$ cat config.mk
export PLATFORM = sky130hd
export DESIGN_NAME = vcr_ugal_sniffer
export DESIGN_NICKNAME = d
export VERILOG_FILES = /design/src/rtl/vcr_ugal_sniffer_pkg.sv /design/src/rtl/vcr_ugal_port_tracker.sv /design/src/rtl/vcr_ugal_sniffer.sv
export SDC_FILE = /design/constraint.sdc
export NUM_CORES = 1
export LEC_CHECK = 0
export CAP_MARGIN = 20
export CORE_MARGIN = 4
export CORE_UTILIZATION = 60
export DETAILED_ROUTE_END_ITERATION = 16
export GPL_TIMING_DRIVEN = 0
export PLACE_DENSITY = 0.82
export SETUP_SLACK_MARGIN = 0.1
export SKIP_CTS_REPAIR_TIMING = 1
export SYNTH_ARGS = -nofsm -noshare
export SYNTH_HDL_FRONTEND = slang
export SYNTH_SLANG_ARGS = --single-unit
$ cat constraint.sdc
create_clock -name clk -period 7.6 [get_ports clk]
set_input_delay 1.52 -clock clk [delete_from_list [all_inputs] [get_ports clk]]
set_output_delay 1.52 -clock clk [all_outputs]
set_load 0.01 [all_outputs]
$ cat src/rtl/vcr_ugal_sniffer_pkg.sv
// ============================================================================
//  Module : vcr_ugal_sniffer_pkg
//  Brief  : Shared constants, helper functions and types for the UGAL sniffer.
//  Rev    : 1.0  initial release
// ============================================================================
`default_nettype none

package vcr_ugal_sniffer_pkg;

    localparam int c_connectivity_line = 0;
    localparam int c_connectivity_ring = 1;
    localparam int c_connectivity_full = 2;

    typedef struct packed {
        logic ovf;
        logic unf;
        logic proto;
    } err_flags_t;

    // Ceiling log2; clogb(1) == 0.
    function automatic int clogb(input int value);
        int result;
        int rem;
        result = 0;
        rem    = value - 1;
        while (rem > 0) begin
            result = result + 1;
            rem    = rem >> 1;
        end
        return result;
    endfunction

    function automatic int neighbors_per_dim(input int connectivity, input int routers_per_dim);
        int result;
        case (connectivity)
            c_connectivity_line: result = 2;
            c_connectivity_ring: result = 2;
            default:             result = routers_per_dim - 1;
        endcase
        return result;
    endfunction

endpackage

`default_nettype wire

$ cat src/rtl/vcr_ugal_port_tracker.sv
// ============================================================================
//  Module : vcr_ugal_port_tracker
//  Brief  : Per-VC downstream occupancy counters, aggregate and sticky errors
//           for one network output port.
//  Rev    : 1.0  initial release
// ============================================================================
`default_nettype none

module vcr_ugal_port_tracker
    import vcr_ugal_sniffer_pkg::*;
#(
    parameter int NUM_VCS          = 2,
    parameter int NUM_FLIT_BUFFERS = 8,
    parameter int CNT_W            = 4,
    parameter int CCW              = 5
) (
    input  logic               clk,
    input  logic               reset,
    input  logic               flit_valid,
    input  logic [NUM_VCS-1:0] flit_vc,
    input  logic               credit_valid,
    input  logic [NUM_VCS-1:0] credit_vc,
    output logic [CCW-1:0]     credit_count,
    output logic               error_ovf,
    output logic               error_unf,
    output logic               error_proto
);

    localparam logic [CNT_W-1:0] c_cnt_max = CNT_W'(NUM_FLIT_BUFFERS);

    logic [CNT_W-1:0]   r_vc_cnt [NUM_VCS];
    logic [CCW-1:0]     r_count;
    err_flags_t         r_err;

    logic               w_flit_onehot;
    logic               w_credit_onehot;
    logic [NUM_VCS-1:0] w_flit_hit;
    logic [NUM_VCS-1:0] w_credit_hit;
    logic [NUM_VCS-1:0] w_inc;
    logic [NUM_VCS-1:0] w_dec;
    logic               w_ovf;
    logic               w_unf;
    logic               w_any_inc;
    logic               w_any_dec;

    assign w_flit_onehot   = (flit_vc != '0) && ((flit_vc & (flit_vc - NUM_VCS'(1))) == '0);
    assign w_credit_onehot = (credit_vc != '0) && ((credit_vc & (credit_vc - NUM_VCS'(1))) == '0);

    // Malformed strobes are dropped entirely; only well-formed events reach the counters.
    assign w_flit_hit   = flit_vc & {NUM_VCS{flit_valid && w_flit_onehot}};
    assign w_credit_hit = credit_vc & {NUM_VCS{credit_valid && w_credit_onehot}};

    always_comb begin
        w_inc = '0;
        w_dec = '0;
        w_ovf = 1'b0;
        w_unf = 1'b0;
        for (int v = 0; v < NUM_VCS; v++) begin
            // A flit and credit on the same VC cancel out without any range check.
            if (w_flit_hit[v] && !w_credit_hit[v]) begin
                if (r_vc_cnt[v] == c_cnt_max) w_ovf    = 1'b1;
                else                          w_inc[v] = 1'b1;
            end
            if (w_credit_hit[v] && !w_flit_hit[v]) begin
                if (r_vc_cnt[v] == '0) w_unf    = 1'b1;
                else                   w_dec[v] = 1'b1;
            end
        end
    end

    assign w_any_inc = |w_inc;
    assign w_any_dec = |w_dec;

    always_ff @(posedge clk or negedge reset) begin
        if (!reset) begin
            for (int v = 0; v < NUM_VCS; v++) begin
                r_vc_cnt[v] <= '0;
            end
            r_count <= '0;
            r_err   <= '0;
        end else begin
            for (int v = 0; v < NUM_VCS; v++) begin
                if (w_inc[v])      r_vc_cnt[v] <= r_vc_cnt[v] + CNT_W'(1);
                else if (w_dec[v]) r_vc_cnt[v] <= r_vc_cnt[v] - CNT_W'(1);
            end
            // At most one increment and one decrement per cycle, so the sum moves by +-1.
            case ({w_any_inc, w_any_dec})
                2'b10:   r_count <= r_count + CCW'(1);
                2'b01:   r_count <= r_count - CCW'(1);
                default: r_count <= r_count;
            endcase
            r_err.ovf   <= r_err.ovf   | w_ovf;
            r_err.unf   <= r_err.unf   | w_unf;
            r_err.proto <= r_err.proto | (flit_valid && !w_flit_onehot)
                                       | (credit_valid && !w_credit_onehot);
        end
    end

    assign credit_count = r_count;
    assign error_ovf    = r_err.ovf;
    assign error_unf    = r_err.unf;
    assign error_proto  = r_err.proto;

endmodule

`default_nettype wire

$ cat src/rtl/vcr_ugal_sniffer.sv
// ============================================================================
//  Module : vcr_ugal_sniffer
//  Brief  : Per-port downstream buffer occupancy for UGAL congestion sensing;
//           one tracker per network output port.
//  Rev    : 1.0  initial release
// ============================================================================
`default_nettype none

module vcr_ugal_sniffer
    import vcr_ugal_sniffer_pkg::*;
#(
    parameter int NUM_FLIT_BUFFERS     = 8,
    parameter int NUM_MESSAGE_CLASSES  = 1,
    parameter int NUM_RESOURCE_CLASSES = 2,
    parameter int NUM_VCS_PER_CLASS    = 1,
    parameter int NUM_ROUTERS_PER_DIM  = 4,
    parameter int NUM_DIMENSIONS       = 2,
    parameter int NUM_NODES_PER_ROUTER = 4,
    parameter int CONNECTIVITY         = c_connectivity_full,
    localparam int c_num_vcs           = NUM_MESSAGE_CLASSES * NUM_RESOURCE_CLASSES * NUM_VCS_PER_CLASS,
    localparam int c_num_nbr_per_dim   = neighbors_per_dim(CONNECTIVITY, NUM_ROUTERS_PER_DIM),
    localparam int c_num_ports         = NUM_DIMENSIONS * c_num_nbr_per_dim + NUM_NODES_PER_ROUTER,
    localparam int c_p                 = c_num_ports - NUM_NODES_PER_ROUTER,
    localparam int c_ccw               = clogb(c_num_vcs * NUM_FLIT_BUFFERS) + 1,
    localparam int c_cnt_w             = clogb(NUM_FLIT_BUFFERS + 1)
) (
    input  logic                       clk,
    input  logic                       reset,
    input  logic [c_p-1:0]             flit_valid_out,
    input  logic [c_p*c_num_vcs-1:0]   flit_vc_out,
    input  logic [c_p-1:0]             credit_valid_in,
    input  logic [c_p*c_num_vcs-1:0]   credit_vc_in,
    output logic [c_p*c_ccw-1:0]       credit_count,
    output logic [c_p-1:0]             error_ovf,
    output logic [c_p-1:0]             error_unf,
    output logic [c_p-1:0]             error_proto
);

    generate
        for (genvar p = 0; p < c_p; p++) begin : g_port
            vcr_ugal_port_tracker #(
                .NUM_VCS          (c_num_vcs),
                .NUM_FLIT_BUFFERS (NUM_FLIT_BUFFERS),
                .CNT_W            (c_cnt_w),
                .CCW              (c_ccw)
            ) u_tracker (
                .clk          (clk),
                .reset        (reset),
                .flit_valid   (flit_valid_out[p]),
                .flit_vc      (flit_vc_out[p*c_num_vcs +: c_num_vcs]),
                .credit_valid (credit_valid_in[p]),
                .credit_vc    (credit_vc_in[p*c_num_vcs +: c_num_vcs]),
                .credit_count (credit_count[p*c_ccw +: c_ccw]),
                .error_ovf    (error_ovf[p]),
                .error_unf    (error_unf[p]),
                .error_proto  (error_proto[p])
            );
        end
    endgenerate

endmodule

`default_nettype wire
# After elaboration in Yosys (flattened, before gate mapping)
# Cells that the tools add are included.
# W data, S select, Z words.
dict set report totals {
  word_cells 444
  regBits 96
  out_inout_bits 48
}
dict set report op_classes {
  n_eq_ne 24
  muxes 126
  bitwise 48
  n_addsub 48
  n_reduce_logical 162
}
# operator n
set op_table {}
lappend op_table {{$mux W1} 96}
lappend op_table {{$mux W4} 24}
lappend op_table {{$logic_and A1 B1 Y1} 60}
lappend op_table {{$pmux W5 S2} 6}
lappend op_table {{$reduce_bool A2 Y1} 30}
lappend op_table {{$add A4 B1 Y4 const B} 12}
lappend op_table {{$and A2 B2 Y2} 24}
lappend op_table {{$eq A4 B4 Y1 const B} 12}
lappend op_table {{$logic_not A4 Y1} 12}
lappend op_table {{$sub A4 B1 Y4 const B} 12}
lappend op_table {{$logic_not A1 Y1} 36}
lappend op_table {{$add A5 B1 Y5 const B} 6}
lappend op_table {{$sub A5 B1 Y5 const B} 6}
lappend op_table {{$logic_not A2 Y1} 12}
lappend op_table {{$or A1 B1 Y1} 24}
lappend op_table {{$reduce_or A2 Y1} 12}
lappend op_table {{$sub A2 B1 Y2 const B} 12}
lappend op_table {{$eq A2 B1 Y1 const B} 6}
lappend op_table {{$eq A2 B2 Y1 const B} 6}

# Depth between registers and ports, before layout
dict set report depth {
  word_depth 12
  depth_mapped 13
}

# By module
# A second synthesis with hierarchy kept.
dict set report hier_totals {
  hier_cells 744
  hier_area_um2 7294.5
}
# mod area_per_inst_um2 seq_area_each_um2 cells_per_inst n_inst
set modules_own_cells {}
lappend modules_own_cells {{vcr_ugal_port_tracker at g_port[2].u_tracker ...} 1208.7 400.4 121 4}
lappend modules_own_cells {{vcr_ugal_port_tracker at g_port[0].u_tracker ...} 1229.9 400.4 130 2}

# Worst setup path before layout
# No wires, ideal clock.
dict set report synth_path {
  kind {input to register}
  startpoint {input credit_vc_in[3]}
  endpoint {register g_port[1].u_tracker.r_count[4]}
  n_path_buf 1
  slack_ns 3.790
  arrival_ns 3.685
  t_required_ns 7.475
  path_stages 11
  setup_ns 0.125
  path_cell_list {nand3b_1 > or2_2 > o22ai_1 > ha_1 > clkbuf_1 > xor2_1 > ha_1 > mux2_2 > a222oi_1 > nor2_1 > xor2_1}
}
dict set report synth_via {
  elab_chain_cells 12
}
# element line
set synth_rtl {}
lappend synth_rtl {{start: declaration} vcr_ugal_sniffer.sv:32} ;# input logic [c_p*c_num_vcs-1:0] credit_vc_in,
lappend synth_rtl {{$sub A2 B1 Y2} vcr_ugal_port_tracker.sv:47} ;# assign w_credit_onehot = (credit_vc != '0) && ((credit_vc & (credit_vc - NUM_VCS'(1))) == '0);
lappend synth_rtl {{$and A2 B2 Y2} vcr_ugal_port_tracker.sv:47}
lappend synth_rtl {{$logic_not A2 Y1} vcr_ugal_port_tracker.sv:47}
lappend synth_rtl {{$logic_and A1 B1 Y1} vcr_ugal_port_tracker.sv:47}
lappend synth_rtl {{$logic_and A1 B1 Y1} vcr_ugal_port_tracker.sv:51} ;# assign w_credit_hit = credit_vc & {NUM_VCS{credit_valid && w_credit_onehot}};
lappend synth_rtl {{$and A2 B2 Y2 (*)} vcr_ugal_port_tracker.sv:51}
lappend synth_rtl {{$logic_not A1 Y1} vcr_ugal_port_tracker.sv:60} ;# if (w_flit_hit[v] && !w_credit_hit[v]) begin
lappend synth_rtl {{$logic_and A1 B1 Y1} vcr_ugal_port_tracker.sv:60}
lappend synth_rtl {{$mux W1} vcr_ugal_port_tracker.sv:60}
lappend synth_rtl {{$reduce_or A2 Y1} vcr_ugal_port_tracker.sv:71} ;# assign w_any_inc = |w_inc;
lappend synth_rtl {{$eq A2 B1 Y1 or $eq A2 B2 Y1 (tied branches)} vcr_ugal_port_tracker.sv:87} ;# case ({w_any_inc, w_any_dec})
lappend synth_rtl {{$pmux W5 S2 or $reduce_bool A2 Y1 (tied branches)} -}
lappend synth_rtl {{end signal: assignment} vcr_ugal_port_tracker.sv:88} ;# 2'b10: r_count <= r_count + CCW'(1);
lappend synth_rtl {{end signal: assignment} vcr_ugal_port_tracker.sv:89} ;# 2'b01: r_count <= r_count - CCW'(1);
lappend synth_rtl {{end signal: assignment} vcr_ugal_port_tracker.sv:90} ;# default: r_count <= r_count;
lappend synth_rtl {{end: declaration} vcr_ugal_port_tracker.sv:32} ;# logic [CCW-1:0] r_count;
# Mark *: on every way between the ends. The rest lies on a longest branch, timed or not.
# A chain may end at the register's enable or synchronous reset.

# Worst setup path in the final report
# Same ends and word-level chain as after synthesis.

==> flow_summary.yaml <==
status:
  status: "completed"
sta:
  timing.fmax_ghz: 0.231
  grt_setup_unrepaired: "no"
  drv_slew: 0
  whs_ps: 465
  setup_tns_ps: 0
  tightest_slew_ps: 663
  maxSlewHeadroom_pct: 55.8
  finClkSkew_ps: 5.05
  hold_violations: 0
  fin_crit_ps: 4330
  finalCritPeriodShare_pct: 57.0
  setup_violations: 0
critical_path:
  cp_num_buf_inv: 2
  crit_chain: "clkdlybuf4s50_1 -> nand3b_1 -> or2_2 -> o22ai_1 -> ha_1 -> clkbuf_1 -> xor2_1 -> ha_1 -> mux2_2 -> a222oi_1 -> nor2_1 -> xor2_1"
  rrSetupSlack_ps: 4630
  endpoint_kind: "flop"
  start_kind: "primary input"
  crit_required_ps: 7840
  crit_arrival_ps: 4570
  cp_max_fo: 8
  critPathTopFamily: "simple AND/OR/NAND/NOR gates"
  cpPeakStageDelay_ps: 490
  crit_start: "credit_vc_in[3]"
  critPathKind: "primary input to flop"
  reg2reg_from: "g_port[1].u_tracker.r_vc_cnt[0]$_DFFE_PN0P_"
  cpMaxStageDelayCell: "clkdlybuf4s50_1"
  r2r_end: "g_port[1].u_tracker.credit_count[4]$_DFFE_PN0P_"
  rr_worst_depth: 11
clock_tree:
  h-tree-depth: 3
  cts_buffer_depth: 2
  cts_tree: "yes"
  clkSinkCount: 96
  clock-root-buffer: "clkbuf_16"
  path_clk_slew_ps: 70
  clk_latency_ps: 360
  cts_buffers: 9
power_and_ir_drop:
  seqPwrFrac_pct: 33.2
  p_int_w: 0.00187
  vdd_drop_max_mv: 0.215
  p_per_area_nw_per_um2: 372
  p_leak_nw: 3.47
  p_clk_share_pct: 16.0
  swShare_pct: 40.3
  pwr-share-comb_pct: 50.8
  p_sw_w: 0.00126
min_path:
  hold_depth: 1
  holdPathEnd: "g_port[1].u_tracker.credit_count[4]$_DFFE_PN0P_"
  hp-start: "g_port[1].u_tracker.credit_count[4]$_DFFE_PN0P_"
  min_path_type: "flop to flop"
floorplan:
  rows: 39
  dieArea_um2: 13500
  coreArea_um2: 11500
  start_util_pct: 61.4
  fp.dieW_um: 116
  die_y_um: 116
  ios: 86
yosys:
  synthesis.nets: 835
  synth-async-reset-ratio_pct: 100
  ys_ff_latch: 96
  synthCells: 740
  ys_warn_count: 0
  synth_top_area_share_pct: 34.1
  syn_area_um2: 7040
  synth_area_per_cell_um2: 9.52
  ys_types: 53
  yosysSeqAreaShare_pct: 34.1
  yosysTopAreaCell: "dfrtp_1"
  ys.flop_type: "dfrtp_1"
  synth_edf_count: 0
  ys_top_cells_by_area: "dfrtp_1, ha_1, xnor2_1"
global_route:
  grt_pass1_wl_um: 25800
  first_global_vias: 5899
  grt_usage_pct: 23.0
  antenna_found_initial: 0
  gr-total-overflow: 0
  grt_max_degree: 50
placement:
  dp_hpwl_um: 11300
  gp_congestion: 0.825
  port_buffers: 85
route:
  ant_nets: 0
  via_per_inst: 5.99
  first_iter_violations: 384
  routed_wirelength_um: 15100
  vias: 5902
  dr.pass1.iters: 5
  wl_per_cell_um: 15.3
  drcViolationCount: 0
finish:
  nNetsFinal: 932
  diodes: 0
  drive_gt1_share_pct: 6.65
  syn_to_final_growth_pct: 19.5
run:
  max_cap_violations: 0
-- how the worst max path moves through the flow --
stage                                                       to  slack (ps)  cells after the start
2_1_floorplan  g_port[1].u_tracker.credit_count[4]$_DFFE_PN0P_        3790                     11
3_3_place_gp         g_port[3].u_tracker.error_proto$_DFF_PN0_        1280                      1
3_5_place_dp   g_port[1].u_tracker.credit_count[4]$_DFFE_PN0P_        2940                     12
4_1_cts        g_port[1].u_tracker.credit_count[4]$_DFFE_PN0P_        3270                     12
5_1_grt        g_port[1].u_tracker.credit_count[4]$_DFFE_PN0P_        3040                     12
6_report       g_port[1].u_tracker.credit_count[4]$_DFFE_PN0P_        3270                     12
-- logic make-up (layout without fill, tap and decap cells) --
| family | after synthesis | after routing | share of synthesized area [%] |
|---|---|---|---|
| buffers and inverters | 48 | 150 | 3.61 |
| AND/OR/NAND/NOR | 255 | 255 | 19.5 |
| adder cells (fa/ha/maj) | 57 | 57 | 11.4 |
| AO/OA/AOI/OAI | 162 | 162 | 15.4 |
| XOR/XNOR | 88 | 88 | 10.9 |
| flip-flops | 96 | 96 | 34.1 |
| multiplexers | 34 | 34 | 4.98 |
-- Yosys cell counts (14+ instances only) --
library cell,number
ha_1,45
nor3_1,24
or3_1,14
dfrtp_1,96
nand3b_1,20
nor2_1,66
xor2_1,37
o21ai_0,37
and3b_1,20
mux2i_1,26
nand2_1,40
clkbuf_1,16
buf_4,18
nand3_1,22
a21oi_1,32
xnor2_1,51
-- state kept, by name (all words and copies together), names as in the netlist --
register / flops
g_port.u_tracker.error_unf: 6
g_port.u_tracker.error_proto: 6
g_port.u_tracker.r_vc_cnt: 48
g_port.u_tracker.credit_count: 30
g_port.u_tracker.error_ovf: 6
-- power groups by stage --
| stage | clock, W | sequential [W] | combinational [W] |
|---|---|---|---|
| 6_report | 0.000501 | 0.00104 | 0.00159 |
| 5_1_grt | 0.000529 | 0.00109 | 0.00179 |
| 4_1_cts | 0.000508 | 0.00104 | 0.00160 |
| 3_5_place_dp | 0 | 0.00104 | 0.00159 |
| 3_3_place_gp | 0 | 0.00102 | 0.00149 |
| 2_1_floorplan | 0 | 0.00102 | 0.00107 |
-- through the flow --
step | setup WS [ps] | area [um2] | total power (W) | utilization, % | instances
after floorplan | 3790 | 7040 | 0.00209 | - | 740
after global placement | 1280 | 8070 | 0.00252 | 70.4 | 968
after CTS | 3270 | 8420 | 0.00314 | 73.4 | 985
final | 3270 | 8420 | 0.00313 | 73.4 | 985
after global routing | 3040 | 8420 | 0.00340 | 73.4 | 985
after detailed placement | 2940 | 8100 | 0.00263 | 70.6 | 969
-- area by class of cell --
type | instances | area, um2
Timing Repair Buffer | 86 | 876
Multi-Input combinational cell | 596 | 4390
Clock inverter | 6 | 82.6
Fill cell | 820 | 3050
Tap cell | 143 | 179
Inverter | 9 | 33.8
Clock buffer | 10 | 239
Buffer | 39 | 220
Sequential cell | 96 | 2400
-- metal layers --
layer | track usage, % | vias up | part of all wire [%] | wire (um)
met5 | 0 | - | 0 | 0
met4 | 7.19 | 0 | 1.7 | 263
met3 | 4.25 | 24 | 3.7 | 556
met2 | 41.0 | 136 | 51 | 7630
met1 | 28.2 | 2851 | 44 | 6610
li1 | - | 2891 | - | -
-- cell usage in the layout, fill, tap and decap left out, types with 12 or more instances in the layout --
master	instances
xor2_1	37
fa_1	12
nand3_1	22
nor3_1	24
a31oi_1	12
ha_1	45
xnor2_1	51
nand3b_1	20
dfrtp_1	96
and3b_1	20
nand2_1	40
or3_1	14
clkdlybuf4s50_1	84
a21oi_1	32
mux2i_1	26
nor2_1	66
o22ai_1	12
o21ai_0	37
clkbuf_1	16
buf_4	19
(Power assumes the default switching activity.)
